<file path="config.mk">
export PLATFORM = sky130hd
export DESIGN_NAME = motion_seg_sched
export DESIGN_NICKNAME = d
export VERILOG_FILES = /design/src/rtl/cnc_pkg.sv /design/src/rtl/seg_fifo.sv /design/src/rtl/motion_seg_sched.sv
export SDC_FILE = /design/constraint.sdc
export NUM_CORES = 2
export LEC_CHECK = 0
export BUFFER_PORTS_ARGS = -buffer_cell sky130_fd_sc_hd__buf_2
export CAP_MARGIN = 20
export CORE_MARGIN = 3
export CORE_UTILIZATION = 64
export CTS_BUF_LIST = sky130_fd_sc_hd__clkbuf_4 sky130_fd_sc_hd__clkbuf_8
export CTS_CLUSTER_DIAMETER = 200
export DETAILED_ROUTE_END_ITERATION = 10
export PLACE_DENSITY = 0.83
export REMOVE_ABC_BUFFERS = 1
export SYNTH_ARGS = -nofsm -noshare
export SYNTH_HDL_FRONTEND = slang
export SYNTH_SLANG_ARGS = --single-unit
</file>
<file path="constraint.sdc">
create_clock -name clk -period 32 [get_ports clk]
set_clock_uncertainty 0.05 [all_clocks]
set_input_delay 1.6 -clock clk [delete_from_list [all_inputs] [get_ports clk]]
set_output_delay 1.6 -clock clk [all_outputs]
set_load 0.02 [all_outputs]
</file>
<file path="src/rtl/cnc_pkg.sv">
// Shared types and constants for the CNC motion segment scheduler:
// segment layout, Avalon register map and control/status bit positions.
package cnc_pkg;
  localparam int NUM_AXES = 5;
  localparam int PER_W    = 32;
  localparam int DUR_W    = 32;
  localparam int SEG_W    = NUM_AXES*PER_W + 2*NUM_AXES + DUR_W;

  localparam logic [3:0] ADDR_PER0   = 4'd0;
  localparam logic [3:0] ADDR_DIRENS = 4'd5;
  localparam logic [3:0] ADDR_DUR    = 4'd6;
  localparam logic [3:0] ADDR_PUSH   = 4'd7;
  localparam logic [3:0] ADDR_CTRL   = 4'd8;
  localparam logic [3:0] ADDR_STATUS = 4'd9;

  localparam int CTRL_RUN    = 0;
  localparam int CTRL_ABORT  = 1;
  localparam int CTRL_CLR_UR = 2;
  localparam int CTRL_CLR_OV = 3;

  localparam int ST_BUSY     = 8;
  localparam int ST_UNDERRUN = 9;
  localparam int ST_OVERFLOW = 10;

  localparam int DIRS_LSB = 0;
  localparam int ENS_LSB  = 5;

  // First field lands in the MSBs: {dur, ens, dirs, per}.
  typedef struct packed {
    logic [DUR_W-1:0]          dur;
    logic [NUM_AXES-1:0]       ens;
    logic [NUM_AXES-1:0]       dirs;
    logic [NUM_AXES*PER_W-1:0] per;
  } seg_t;

  typedef enum logic {S_IDLE = 1'b0, S_RUN = 1'b1} state_t;

  // A zero duration still occupies one cycle.
  function automatic logic [DUR_W-1:0] seg_len(input logic [DUR_W-1:0] d);
    return (d == '0) ? DUR_W'(1) : d;
  endfunction
endpackage

</file>
<file path="src/rtl/seg_fifo.sv">
// Synchronous segment FIFO with flush; a push while full is accepted only
// when a pop happens on the same edge, otherwise it is dropped.
module seg_fifo
  import cnc_pkg::*;
#(
  parameter int W     = SEG_W,
  parameter int DEPTH = 8,
  localparam int AW   = $clog2(DEPTH)
) (
  input  logic          clk,
  input  logic          reset_n,
  input  logic          push,
  input  logic          pop,
  input  logic          flush,
  input  logic [W-1:0]  din,
  output logic [W-1:0]  dout,
  output logic [AW:0]   level,
  output logic          full,
  output logic          empty
);
  logic [W-1:0]  mem_q [DEPTH];
  logic [AW-1:0] wr_ptr_q, rd_ptr_q;
  logic [AW:0]   level_q;
  logic          do_push, do_pop;

  assign empty   = (level_q == '0);
  assign full    = (level_q == (AW+1)'(DEPTH));
  assign do_pop  = pop & ~empty;
  assign do_push = push & (~full | do_pop);
  assign level   = level_q;
  assign dout    = mem_q[rd_ptr_q];

  always_ff @(posedge clk or negedge reset_n) begin
    if (!reset_n) begin
      wr_ptr_q <= '0;
      rd_ptr_q <= '0;
      level_q  <= '0;
    end else if (flush) begin
      wr_ptr_q <= '0;
      rd_ptr_q <= '0;
      level_q  <= '0;
    end else begin
      if (do_push) wr_ptr_q <= wr_ptr_q + 1'b1;
      if (do_pop)  rd_ptr_q <= rd_ptr_q + 1'b1;
      case ({do_push, do_pop})
        2'b10:   level_q <= level_q + 1'b1;
        2'b01:   level_q <= level_q - 1'b1;
        default: level_q <= level_q;
      endcase
    end
  end

  // Storage needs no reset: pointers and level define what is valid.
  always_ff @(posedge clk) begin
    if (do_push && !flush) mem_q[wr_ptr_q] <= din;
  end
endmodule

</file>
<file path="src/rtl/motion_seg_sched.sv">
// Motion segment scheduler: host stages and queues timed segments over Avalon-MM,
// the block plays them back-to-back onto the five step generator configs.
module motion_seg_sched
  import cnc_pkg::*;
#(
  parameter int DEPTH  = 8,
  parameter int LOW_WM = 2
) (
  input  logic        clk,
  input  logic        reset_n,
  input  logic        chipselect,
  input  logic        read,
  input  logic        write,
  input  logic [3:0]  address,
  input  logic [31:0] writedata,
  output logic [31:0] readdata,
  output logic [159:0] sg_period,
  output logic [4:0]  sg_dirs,
  output logic [4:0]  sg_ens,
  output logic        seg_done,
  output logic        irq
);
  localparam int AW = $clog2(DEPTH);
  localparam logic [AW:0] LOW_WM_L = (AW+1)'(LOW_WM);

  logic [NUM_AXES*PER_W-1:0] stg_per_q;
  logic [NUM_AXES-1:0]       stg_dirs_q, stg_ens_q;
  logic [DUR_W-1:0]          stg_dur_q;

  state_t                    state_q, state_d;
  logic [DUR_W-1:0]          cnt_q, cnt_d;
  logic                      run_q, run_d;
  logic [NUM_AXES*PER_W-1:0] per_q, per_d;
  logic [NUM_AXES-1:0]       dirs_q, dirs_d, ens_q, ens_d;
  logic                      done_q, done_d;
  logic                      underrun_q, underrun_d, overflow_q, overflow_d;
  logic [31:0]               readdata_q, rd_dat;

  logic wr_en, rd_en, ctrl_wr, abort, push, pop, load, underrun_hit;
  logic [SEG_W-1:0] push_dat, fifo_dout;
  logic [AW:0]      fifo_level;
  logic             fifo_full, fifo_empty;
  seg_t             head;

  assign wr_en    = chipselect & write;
  assign rd_en    = chipselect & read;
  assign ctrl_wr  = wr_en && (address == ADDR_CTRL);
  assign abort    = ctrl_wr && writedata[CTRL_ABORT];
  assign push     = wr_en && (address == ADDR_PUSH) && !abort;
  assign push_dat = {stg_dur_q, stg_ens_q, stg_dirs_q, stg_per_q};
  assign head     = seg_t'(fifo_dout);

  seg_fifo #(.W(SEG_W), .DEPTH(DEPTH)) u_fifo (
    .clk    (clk),
    .reset_n(reset_n),
    .push   (push),
    .pop    (pop),
    .flush  (abort),
    .din    (push_dat),
    .dout   (fifo_dout),
    .level  (fifo_level),
    .full   (fifo_full),
    .empty  (fifo_empty)
  );

  always_comb begin
    state_d      = state_q;
    cnt_d        = cnt_q;
    run_d        = run_q;
    per_d        = per_q;
    dirs_d       = dirs_q;
    ens_d        = ens_q;
    done_d       = 1'b0;
    load         = 1'b0;
    underrun_hit = 1'b0;
    if (ctrl_wr) run_d = writedata[CTRL_RUN];
    if (abort) begin
      state_d = S_IDLE;
      cnt_d   = '0;
      run_d   = 1'b0;
      ens_d   = '0;
    end else begin
      case (state_q)
        S_IDLE: begin
          if (run_q && !fifo_empty) begin
            load    = 1'b1;
            state_d = S_RUN;
          end
        end
        S_RUN: begin
          cnt_d = cnt_q - 1'b1;
          if (cnt_q == DUR_W'(1)) begin
            done_d = 1'b1;
            if (run_q && !fifo_empty) begin
              load = 1'b1;
            end else begin
              // Dropping run mid-segment is a graceful stop, not an underrun.
              ens_d   = '0;
              state_d = S_IDLE;
              if (run_q) begin
                underrun_hit = 1'b1;
                run_d        = 1'b0;
              end
            end
          end
        end
        default: state_d = S_IDLE;
      endcase
    end
    pop = load;
    if (load) begin
      per_d  = head.per;
      dirs_d = head.dirs;
      ens_d  = head.ens;
      cnt_d  = seg_len(head.dur);
    end
  end

  always_comb begin
    underrun_d = underrun_q;
    overflow_d = overflow_q;
    if (ctrl_wr && writedata[CTRL_CLR_UR]) underrun_d = 1'b0;
    if (ctrl_wr && writedata[CTRL_CLR_OV]) overflow_d = 1'b0;
    if (underrun_hit) underrun_d = 1'b1;
    if (push && fifo_full && !pop) overflow_d = 1'b1;
  end

  always_comb begin
    rd_dat = '0;
    if (address < 4'(NUM_AXES)) begin
      rd_dat = stg_per_q[PER_W*int'(address) +: PER_W];
    end else begin
      case (address)
        ADDR_DIRENS: rd_dat = {22'd0, stg_ens_q, stg_dirs_q};
        ADDR_DUR:    rd_dat = stg_dur_q;
        ADDR_CTRL:   rd_dat = {31'd0, run_q};
        ADDR_STATUS: rd_dat = {21'd0, overflow_q, underrun_q, (state_q == S_RUN), 8'(fifo_level)};
        default:     rd_dat = '0;
      endcase
    end
  end

  always_ff @(posedge clk or negedge reset_n) begin
    if (!reset_n) begin
      state_q    <= S_IDLE;
      cnt_q      <= '0;
      run_q      <= 1'b0;
      per_q      <= '0;
      dirs_q     <= '0;
      ens_q      <= '0;
      done_q     <= 1'b0;
      underrun_q <= 1'b0;
      overflow_q <= 1'b0;
      readdata_q <= '0;
    end else begin
      state_q    <= state_d;
      cnt_q      <= cnt_d;
      run_q      <= run_d;
      per_q      <= per_d;
      dirs_q     <= dirs_d;
      ens_q      <= ens_d;
      done_q     <= done_d;
      underrun_q <= underrun_d;
      overflow_q <= overflow_d;
      if (rd_en) readdata_q <= rd_dat;
    end
  end

  always_ff @(posedge clk or negedge reset_n) begin
    if (!reset_n) begin
      stg_per_q  <= '0;
      stg_dirs_q <= '0;
      stg_ens_q  <= '0;
      stg_dur_q  <= '0;
    end else if (wr_en) begin
      if (address < 4'(NUM_AXES)) stg_per_q[PER_W*int'(address) +: PER_W] <= writedata;
      if (address == ADDR_DIRENS) begin
        stg_dirs_q <= writedata[DIRS_LSB +: NUM_AXES];
        stg_ens_q  <= writedata[ENS_LSB +: NUM_AXES];
      end
      if (address == ADDR_DUR) stg_dur_q <= writedata;
    end
  end

  assign readdata  = readdata_q;
  assign sg_period = per_q;
  assign sg_dirs   = dirs_q;
  assign sg_ens    = ens_q;
  assign seg_done  = done_q;
  assign irq       = underrun_q | overflow_q | (run_q & (fifo_level <= LOW_WM_L));
endmodule

</file>
==> Word-level counts from Yosys, hierarchy flattened <==
Memory sizes are Yosys's and may differ from the RTL's.
Cells that the tools add are included.
{ "word_totals": {"regBits": 451, "ramBits": 1616, "inputBits": 41, "output_inout_bits": 204, "wordCells": 121, "mem_count": 1} }
{ "memory_table": {"columns": ["memory", "words", "word_bits", "rd", "rd_ports_with_merged_regs", "wr", "line", "text"], "rows": [
  ["u_fifo.mem_q", 8, 202, 1, 0, 1, "seg_fifo.sv:21", "logic [W-1:0] mem_q [DEPTH];"]
]} }
{ "op_classes": {"addsub": 6, "magnitude_cmp": 2, "n_eq_ne": 10, "shifts": 3, "muxes": 45, "bitwise": 11, "n_reduce_logical": 26} }
{ "op_table": {"columns": ["cell", "count"], "rows": [
  ["$bwmux 160", 1],
  ["$mux 32", 5],
  ["$shift 32x33->160 const A", 1],
  ["$shiftx 160x10->32", 1],
  ["$shiftx 32x33->160", 1],
  ["$pmux 32 s4", 1],
  ["$neg 9->33", 1],
  ["$eq 32x1->1 const B", 1],
  ["$logic_not 32->1", 1],
  ["$sub 32x1->32 const B", 1],
  ["$mux 1", 25],
  ["$mux 5", 5],
  ["$eq 4x3->1 const B", 3],
  ["$eq 4x4->1 const B", 3],
  ["$mux 3", 4],
  ["$logic_and 1x1->1", 10],
  ["$reduce_bool 3->1", 3],
  ["$pmux 4 s2", 1],
  ["$reduce_bool 2->1", 4],
  ["$add 3x1->3 const B", 2],
  ["$reduce_and 2->1", 3],
  ["$and 1x1->1", 5],
  ["$add 4x1->4 const B", 1],
  ["$le 4x2->1 const B", 1],
  ["other kinds (12)", 19]
]} }

==> Logic depth before layout (Yosys ltp) <==
{ "depth": {"ltp_word": 13, "depth_mapped": 16, "depth_no_buf": 14} }

==> Hierarchy <==
A second synthesis with hierarchy kept.
{ "unflattened": {"hier_cells": 4385, "hier_area_um2": 80363.3} }
{ "modules_own_cells": {"columns": ["mod", "n_inst", "cells_each", "area_each_um2", "seq_area_each_um2"], "rows": [
  ["seg_fifo", 1, 2412, 61327.6, 48776.8],
  ["motion_seg_sched", 1, 1973, 19035.8, 11035.6]
]} }

==> Worst setup path after synthesis <==
No wires, ideal clock.
{ "synth_timing": {"path_kind": "input-to-reg", "start": "input port address[1]", "end": "memory u_fifo.mem_q[2][0] (netlist bit) (enable)", "setup_time_ns": 1.330, "arrival_time_ns": 23.587, "required_ns": 30.620, "path_slack_ns": 7.032, "stages": 9, "path_buffers": 2, "cell_sequence": "clkbuf_1 inv_1 ha_1 clkbuf_1 and3_1 nand2_1 a311oi_4 nand2b_4 nor4b_1"} }
{ "synth_via": {"elab_chain_cells": 10, "elab_cells_between_ends": 14, "cone_classes": "eq/ne (2); mux (3); bitwise (3); reduce/logical (6)"} }
{ "synth_lines": {"columns": ["item", "line", "text"], "rows": [
  ["start, declared", "motion_seg_sched.sv:14", "input logic [3:0] address,"],
  ["$eq 4x4->1", "motion_seg_sched.sv:47", "assign ctrl_wr = wr_en && (address == ADDR_CTRL);"],
  ["$logic_and 1x1->1", "motion_seg_sched.sv:47", null],
  ["$logic_and 1x1->1", "motion_seg_sched.sv:48", "assign abort = ctrl_wr && writedata[CTRL_ABORT];"],
  ["$mux 1", "motion_seg_sched.sv:77", "if (abort) begin"],
  ["$and 1x1->1", "seg_fifo.sv:28", "assign do_pop = pop & ~empty;"],
  ["$or 1x1->1", "seg_fifo.sv:29", "assign do_push = push & (~full | do_pop);"],
  ["$and 1x1->1", "seg_fifo.sv:29", null],
  ["$logic_and 1x1->1 *", "seg_fifo.sv:55", "if (do_push && !flush) mem_q[wr_ptr_q] <= din;"],
  ["$mux 1 *", "seg_fifo.sv:55", null],
  ["$mux 1 (not written as such) *", "seg_fifo.sv:55", null],
  ["end, declared", "seg_fifo.sv:21", null]
]} }
Every way passes the cells marked *; elsewhere a longest branch is shown, timed or not.

==> Final worst setup path <==
{ "layout_timing": {"start": "input port address[0]", "end": "memory u_fifo.mem_q[7][114] (netlist bit) (enable)"} }
Same word-level chain as after synthesis.

==> impl_results.md <==
* FFs w/ async S/R, synth at 0.218
* Clock Root Buffer: clkbuf_8
* CTS tree: done
* Setup TNS at 0 ns
* Vias in the first global route at 46,424
* H-tree depth at 5
* CTS sink cnt at 2,067
* Post-Syn Area at 0.0801 mm^2
* Crit-path max FO at 132
* Synth Flop Type: edfxtp_1
* Row cnt at 129
* Fillers at 6,923
* Final HPWL from detailed placement at 103,000 um
* Leakage at 32.3 nW
* Most frequent cell after synthesis: edfxtp_1
* First-pass DRT Iterations at 8
* Die Wd at 360 um
* Crit path DAT at 6.51 ns
* Buffers on Ports at 244
* Final Hold Violating Endpoints at 0
* Die area at 0.129 mm^2
* Synth cell types at 78
* Via/cell ratio at 6.56
* Register area share after synthesis at 0.747
* Reg-to-Reg Start: cnt_q[12]$_DFFE_PN0P_
* Path type of the worst setup path: in2reg
* DRT iter0 DRCs at 5,868
* Via count at 44,886
* Antenna violations before repair at 5
* Mean Syn Cell Area at 17.5 um^2
* Total GRT Usage at 0.297
* CP Launch Point: address[0]
* Area occupied by multi-input gates at 0.0192 mm^2
* Critical path's top delay family: buffers and inverters
* Commonest cells post-synth: edfxtp_1 (1,616), nand2_1 (693), dfrtp_1 (451)
* # hold bufs at CTS at 0
* Worst slew pin tran at 1.15 ns
* Ys Warns at 0
* HP Class: reg2reg
* WL/cell at 27.7 um
* RSZ-0062 raised after global routing: no
* Post-CTS setup buffer count at 0
* Die height at 360 um
* Routed WL at 190,000 um
* Crit. End Element: register
* Crit path buf inv count at 4
* GP Congestion at 0.876
* Clk buf depth at 4
* Fmax at 167 MHz
* First-pass GRT wire length at 287,000 um
* EDFF count, synth at 1,616
* Core footprint at 0.124 mm^2
* Largest net degree at the start of global routing at 145
* Number of buffers created by CTS at 330
* GRT overflow at 0
* Area grow syn2layout at 12.1%
* Fin crit period at 5.99 ns
* Number of remaining DRC errors at 0
* Maximum vdd drop at 0.0709 mV
* Syn Inst Count at 4,575
* Pwr per Cell Area at 76.0 mW/mm^2
* Ranking of synthesized cells by area: edfxtp_1 (61%), dfrtp_1 (14%), mux4_2 (12%)
* Worst-path clk slew at 0.06 ns
* Hold slack at 0.424 ns
* # IOs at 245
* Nets at 5,003
* Cell breakdown of the critical path: buf_4 > inv_1 > ha_1 > and3_1 > nand2_1 > a311oi_4 > nor2_2 > nand2_1 > nor2_4 > buf_4 > buf_12
* Share of layout cells above drive strength 1 at 0.271
* Final Max Slew Viols at 0
* Crit path largest cell delay at 0.75 ns
* Share of the synthesized area in the top cell type at 0.606
* Final period utilization at 0.187
* Max Cap Viol at 0
* FF/Latch Area at 0.0598 mm^2
* Post-cts resize count at 0
* Routed Antenna Nets at 0
* Slew margin rel. at 0.232
* Critical-path top delay cell: buf_12
* Final setup fails at 0
* FF+latch count, synth at 2,067
* Required arrival time at the worst endpoint at 32.53 ns
* Startpoint Class: input port
* Post-synth top area cell: edfxtp_1
* Starting Density at 0.646
* Min-delay src: readdata[1]$_DFFE_PN0P_
* Status: completed
* Clk_lat worst skew at 1.00 ns
[cell usage in the layout (no fill, tap or decap), types with 10 or more instances in the layout]
cell type / count
edfxtp_1: 1616
nand2_1: 688
dfrtp_1: 448
mux4_2: 426
clkbuf_8: 364
nor2_1: 246
buf_2: 244
o21ai_0: 189
a31oi_1: 172
clkbuf_4: 129
mux2_2: 76
a21oi_1: 68
buf_4: 52
nor3_1: 43
a22oi_1: 41
clkinv_1: 41
mux2i_1: 40
clkinv_2: 33
nor4_1: 16
o22ai_1: 15
nand3_1: 13
ha_1: 13
buf_12: 12
o22a_1: 11
bufinv_16: 11
inv_1: 10
[flip-flops by register name, summed over array words and instances, names as in the netlist, 5 cells and up]
name,flops
readdata,32
stg_dirs_q,5
sg_period,160
stg_dur_q,32
stg_ens_q,5
sg_dirs,5
cnt_q,32
u_fifo.mem_q,1616
stg_per_q,160
sg_ens,5
[worst register-to-register path, delay by kind of cell, from the launching register on]
family,cells,cell delay (ns)
AO/OA/AOI/OAI,2,0.55
buffers and inverters,3,1.81
flip-flops,1,0.42
AND/OR/NAND/NOR,5,2.11
[final timing paths]
path,depth (start not counted),end,slack [ns]
worst max-delay path,11,u_fifo.mem_q[7][114]$_DFFE_PP_,26.01
worst min-delay path,2,readdata[1]$_DFFE_PN0P_,0.42
worst max register to register,10,u_fifo.mem_q[7][114]$_DFFE_PP_,26.53
worst min register to register,2,readdata[1]$_DFFE_PN0P_,0.42
max in group asynchronous,4,u_fifo.rd_ptr_q[1]$_DFFE_PN0P_,28.20
min in group asynchronous,1,sg_period[49]$_DFFE_PN0N_,0.60
[per-stage QoR]
step,cells,area [um^2],power (mW),util,worst slack [ns]
2_1_floorplan,4303,78900,4.74,-,7.25
3_3_place_gp,6244,82900,4.56,0.669,25.25
4_1_cts,6832,89600,6.86,0.723,26.17
6_report,6842,89800,6.83,0.724,26.01
3_5_place_dp,6247,82900,4.60,0.669,25.09
5_1_grt,6840,89800,7.10,0.724,25.85
[cell type report]
type | count | area share
Antenna cell | 4 | 0.000111
Clock buffer | 493 | 0.0666
Clock inverter | 92 | 0.00787
Inverter | 12 | 0.000585
Multi-Input combinational cell | 2224 | 0.214
Sequential cell | 2067 | 0.666
Tap cell | 1637 | 0.0228
Timing Repair Buffer | 313 | 0.0220
[where the power goes]
| group | switching [mW] | leakage, nW | internal (mW) |
|---|---|---|---|
| sequential | 0.171 | 21.6 | 3.01 |
| combinational | 0.771 | 7.19 | 0.601 |
| clock | 0.996 | 3.58 | 1.28 |
| total | 1.94 | 32.3 | 4.89 |
[kinds of logic after synthesis]
kind of cell | after synthesis | share of synthesized area
compound gates | 559 | 0.0429
xor+xnor | 11 | 0.00120
fa+ha+maj | 14 | 0.00228
buf+inv | 284 | 0.0154
flops | 2067 | 0.747
mux | 542 | 0.135
simple gates | 1098 | 0.0562
[layer usage]
layer	routed length [um]	global-route usage
met4	8120	0.131
met3	19700	0.0722
met2	92700	0.473
met1	69300	0.400
met5	27	0
Power figures use the tool's default switching activity.
